[config.mk]
export PLATFORM = sky130hd
export DESIGN_NAME = flit_serializer
export DESIGN_NICKNAME = d
export VERILOG_FILES = /design/src/rtl/flit_serializer.sv
export SDC_FILE = /design/constraint.sdc
export NUM_CORES = 1
export LEC_CHECK = 0
export BUFFER_PORTS_ARGS = -buffer_cell sky130_fd_sc_hd__buf_2
export CAP_MARGIN = 20
export CORE_MARGIN = 2
export CORE_UTILIZATION = 45
export DETAILED_ROUTE_END_ITERATION = 6
export HOLD_SLACK_MARGIN = 0.06
export PLACE_DENSITY = 0.7
export SKIP_LAST_GASP = 1
export SLEW_MARGIN = 20
export SYNTH_ARGS = -nofsm -noshare
export SYNTH_HDL_FRONTEND = slang
export SYNTH_SLANG_ARGS = --single-unit
[constraint.sdc]
create_clock -name clk -period 4.85 [get_ports clk]
set_clock_uncertainty 0.2 [all_clocks]
set_input_delay 0.485 -clock clk [delete_from_list [all_inputs] [get_ports clk]]
set_output_delay 0.485 -clock clk [all_outputs]
set_load 0.01 [all_outputs]
[src/rtl/flit_serializer.sv]
// Group-FIFO flit serializer: queues {N,S,E,W} flit groups and replays them one lane per cycle with one-hot strobes.
// Optional FLIT_SKIP_EMPTY_EN: skip lanes whose valid bit is clear (an all-empty group takes one silent cycle).
module flit_serializer #(
    parameter int DEPTH = 5
) (
    input  logic        clk,
    input  logic        rst,
    input  logic [10:0] nin,
    input  logic [10:0] sin,
    input  logic [10:0] ein,
    input  logic [10:0] win,
    input  logic        in_valid,
    output logic        in_ready,
    input  logic        out_stall,
    output logic [6:0]  out,
    output logic        nsig,
    output logic        ssig,
    output logic        esig,
    output logic        wsig
);
    localparam int CW = $clog2(DEPTH + 1);
    localparam int PW = $clog2(DEPTH);

    typedef enum logic {IDLE, SEND} state_t;

    state_t            state, state_nxt;
    logic [3:0][6:0]   mem [DEPTH];
    logic [3:0][6:0]   din, head;
    logic [3:0]        hv;
    logic [PW-1:0]     wr_ptr, rd_ptr;
    logic [CW-1:0]     count, count_nxt;
    logic [1:0]        lane, lane_nxt, cur;
    logic              last, push, pop;
    logic [3:0]        strb, strb_nxt;
    logic [6:0]        out_nxt;

    // Lane index 0..3 = N,S,E,W; only valid + payload bits are kept.
    assign din[0] = {nin[10], nin[5:0]};
    assign din[1] = {sin[10], sin[5:0]};
    assign din[2] = {ein[10], ein[5:0]};
    assign din[3] = {win[10], win[5:0]};

    assign head = mem[rd_ptr];
    for (genvar g = 0; g < 4; g++) begin : g_hv
        assign hv[g] = head[g][6];
    end

    assign in_ready = (count != CW'(DEPTH));
    assign push     = in_valid && in_ready;

    always_comb begin
        cur  = lane;
        last = (lane == 2'd3);
`ifdef FLIT_SKIP_EMPTY_EN
        // First valid lane at or after the current one; if none, stay put and emit a silent pop cycle.
        for (int i = 3; i >= 0; i--)
            if (2'(i) >= lane && hv[i]) cur = 2'(i);
        last = 1'b1;
        for (int j = 0; j < 4; j++)
            if (2'(j) > cur && hv[j]) last = 1'b0;
`endif
    end

    always_comb begin
        lane_nxt  = lane;
        pop       = 1'b0;
        strb_nxt  = '0;
        out_nxt   = out;
        count_nxt = count;
        case (state)
            SEND: if (!out_stall) begin
                out_nxt  = hv[cur] ? head[cur] : 7'd0;
                strb_nxt = hv[cur] ? (4'b0001 << cur) : 4'b0000;
                pop      = last;
                lane_nxt = last ? 2'd0 : cur + 2'd1;
            end
            default: ;
        endcase
        if (push && !pop)      count_nxt = count + CW'(1);
        else if (pop && !push) count_nxt = count - CW'(1);
        // Entering SEND on the write edge gives the one-cycle write-to-N latency.
        state_nxt = (count_nxt != '0) ? SEND : IDLE;
    end

    always_ff @(posedge clk) begin
        if (rst) begin
            state  <= IDLE;
            lane   <= 2'd0;
            count  <= '0;
            wr_ptr <= '0;
            rd_ptr <= '0;
            out    <= '0;
            strb   <= '0;
        end else begin
            state <= state_nxt;
            lane  <= lane_nxt;
            count <= count_nxt;
            out   <= out_nxt;
            strb  <= strb_nxt;
            if (push) wr_ptr <= (wr_ptr == PW'(DEPTH - 1)) ? '0 : wr_ptr + PW'(1);
            if (pop)  rd_ptr <= (rd_ptr == PW'(DEPTH - 1)) ? '0 : rd_ptr + PW'(1);
        end
    end

    always_ff @(posedge clk) begin
        if (push && !rst) mem[wr_ptr] <= din;
    end

    assign nsig = strb[0];
    assign ssig = strb[1];
    assign esig = strb[2];
    assign wsig = strb[3];
endmodule

==> results.sh <==
export IMPL_nets=471
export IMPL_place_gp_congestion=0.7242
export IMPL_setup_viol=0
export IMPL_required_ns=4.94
export IMPL_synthCells=358
export IMPL_critPathKind="reg2reg"
export IMPL_ys_flop_type="edfxtp_1"
export IMPL_overflow=0
export IMPL_synth_edf_count=140
export IMPL_ys_types=41
export IMPL_antenna_found_initial=0
export IMPL_synth_warnings=0
export IMPL_yosys_area_share_simple=0.05242
export IMPL_crit_top_cell="nor3b_1"
export IMPL_status="finished, final reports clean"
export IMPL_vias_per_cell=5.515
export IMPL_root_buffer="clkbuf_16"
export IMPL_grt_setup_unrepaired="false"
export IMPL_worstPathArrival_ns=3.09
export IMPL_cts_resized=0
export IMPL_layout_common_cells="edfxtp_1 (140), buf_2 (43), dfxtp_1 (26)"
export IMPL_r2r_start="cur[0]$_SDFFE_PP0P_"
export IMPL_critPathMaxStageDelay_ns=0.74
export IMPL_fin_ws_ns=1.851
export IMPL_grt_use_total=0.1735
export IMPL_synth_top_area_cell="edfxtp_1"
export IMPL_crit_path_cell_trace="buf_4 > ha_1 > nand3b_1 > nor3b_1 > o21ai_0 > nor3b_1 > or3_1"
export IMPL_place_hpwl_mm=7.591
export IMPL_insertion_delay_ns=0.42
export IMPL_r2r_cells=7
export IMPL_yosysTopAreaCellShare=0.6499
export IMPL_slew_headroom=0.3424
export IMPL_numCtsBuffers=17
export IMPL_core_um2=13930
export IMPL_end_kind="flip-flop"
export IMPL_synth_adder_area_share=0.01547
export IMPL_final_max_slew_viol_count=0
export IMPL_multi_input_area_um2=1638
export IMPL_cp_max_fo=22
export IMPL_port_buffers=43
export IMPL_vdd_drop_max_uv=285.6
export IMPL_period_needed_ns=2.999
export IMPL_hold_ws_ns=0.08900
export IMPL_clk_path_buf_depth=2
export IMPL_grt_max_degree=29
export IMPL_fillers=1068
export IMPL_grt_first_pass_wirelength_mm=18.91
export IMPL_avgSynthCellArea_um2=18.07
export IMPL_reg2reg_slack_ns=1.85
export IMPL_ys_top_cells_by_area="edfxtp_1 (65%), dfxtp_1 (8.0%), mux4_2 (6.3%)"
export IMPL_drive_gt1_frac=0.2640
export IMPL_pre_cts_ws_ns=1.775
export IMPL_clkSinkCount=166
export IMPL_syn_nets=414
export IMPL_postCtsSetupRepairBufs=0
export IMPL_worstSetupStartpointType="flip-flop"
export IMPL_max_freq_mhz=333.4
export IMPL_cts_tree="done"
export IMPL_pin_count=60
export IMPL_ys_ff_latch=166
export IMPL_die_x_um=123.9
export IMPL_min_delay_path_class="in2reg"
export IMPL_path_delay_family="simple AND/OR/NAND/NOR gates"
export IMPL_muxShareOfSynthArea=0.1385
export IMPL_dieArea_um2=15350
export IMPL_synthArstFlopShare=0
export IMPL_regToRegEndpoint="state$_SDFF_PP0_"
export IMPL_drtIter0Drc=308
export IMPL_core_rowCount=43
export IMPL_setup_tns_ns=0
export IMPL_n_antenna_cell=0
export IMPL_grt_pass1_vias=3451
export IMPL_clkTransAtPathRegs_ns=0.06
export IMPL_synth_xor_area_share=0.002708
export IMPL_hold_viol=0
export IMPL_max_cap_violations=0
export IMPL_cellLeakagePower_nw=2.539
export IMPL_holdPathEnd="mem[2][19]$_DFFE_PP_"
export IMPL_tightest_slew_ns=0.9851
export IMPL_wl_per_cell_um=19.91
export IMPL_synth_compound_area_frac=0.04101
export IMPL_mostFrequentLayoutCell="edfxtp_1"
export IMPL_wl_mm=12.11
export IMPL_worst_path_max_delay_cell="dfxtp_1"
export IMPL_crit_buf_inv=1
export IMPL_synth_area_um2=6469
export IMPL_firstDrtPassIters=6
export IMPL_cts_hold_buf=0
export IMPL_ant_nets=0
export IMPL_design_area_um2=7533
export IMPL_hp_start="ein[5]"
export IMPL_vias=3353
export IMPL_start_util=0.4642
export IMPL_synth_top_family_by_area="multiplexers"
export IMPL_syn_to_final_growth_pct=16.46
export IMPL_placed_area_um2=6908
export IMPL_power_density_nw_per_um2=420.9
export IMPL_yosysSeqAreaShare=0.7304
export IMPL_ctsHtreeMaxLevel=4
export IMPL_regArea_um2=4725
export IMPL_die_h_um=123.9
export IMPL_post_route_period_util=0.6184
export IMPL_whs_path_depth=1
export IMPL_drcViolationCount=0
-- sequential cells by signal (all words and copies together) (netlist names), named ones only --
register  flops
wr_ptr        3
mem         140
rd_ptr        3
count         3
out           7
state         1
strb          4
cur           2
-- layer usage --
metal	global-route usage	vias to the layer above	routed length [um]
li1	-	1538	-
met1	0.2148	1704	4974
met2	0.2919	92	6330
met3	0.04579	19	631
met4	0.07022	0	172
met5	0	-	0
-- Yosys cell counts (3+ instances only) --
| cell | count |
|---|---|
| mux4_2 | 18 |
| o21ai_0 | 12 |
| clkbuf_1 | 4 |
| buf_2 | 5 |
| nand2_1 | 24 |
| nor3_1 | 14 |
| nor2_1 | 16 |
| nor2b_1 | 7 |
| buf_4 | 4 |
| ha_1 | 8 |
| dfxtp_1 | 26 |
| nor3b_1 | 3 |
| mux4_1 | 12 |
| edfxtp_1 | 140 |
| mux2_2 | 4 |
| a21oi_1 | 10 |
| a211oi_1 | 3 |
| mux2i_1 | 13 |
| inv_1 | 8 |
-- worst max-delay path by stage --
stage	startpoint	endpoint	slack, ns	cells past startpoint
after global placement	cur[0]$_SDFFE_PP0P_	state$_SDFF_PP0_	1.88	7
final	cur[0]$_SDFFE_PP0P_	state$_SDFF_PP0_	1.85	7
after CTS	cur[0]$_SDFFE_PP0P_	state$_SDFF_PP0_	1.78	7
after detailed placement	cur[0]$_SDFFE_PP0P_	state$_SDFF_PP0_	1.78	7
after floorplan	count[1]$_SDFF_PP0_	mem[2][0]$_DFFE_PP_	1.08	6
after global routing	cur[0]$_SDFFE_PP0P_	state$_SDFF_PP0_	1.62	7
-- power by group --
part | internal (mW) | switching [mW]
registers | 1.58 | 0.0223
clock network | 0.864 | 0.521
logic | 0.0783 | 0.102
total | 2.53 | 0.645
-- layout make-up --
type / instances / area share
Multi-Input combinational cell: 169 / 0.2174
Sequential cell: 166 / 0.6271
Inverter: 8 / 0.003986
Clock buffer: 21 / 0.06378
Tap cell: 180 / 0.02990
Timing Repair Buffer: 53 / 0.03853
Clock inverter: 11 / 0.01927
-- logic make-up after synthesis --
| family | after synthesis |
|---|---|
| buf+inv | 23 |
| xor+xnor | 2 |
| simple gates | 72 |
| mux | 47 |
| flops | 166 |
| compound gates | 40 |
| fa+ha+maj | 8 |
-- per-stage QoR --
stage | total power [mW] | utilization | cells
3_5_place_dp | 1.819 | 0.4957 | 576
2_1_floorplan | 1.747 | - | 358
6_report | 3.171 | 0.5406 | 608
3_3_place_gp | 1.810 | 0.4957 | 576
5_1_grt | 3.281 | 0.5406 | 608
4_1_cts | 3.196 | 0.5406 | 608
No activity file was read; power rests on OpenSTA's default activity.
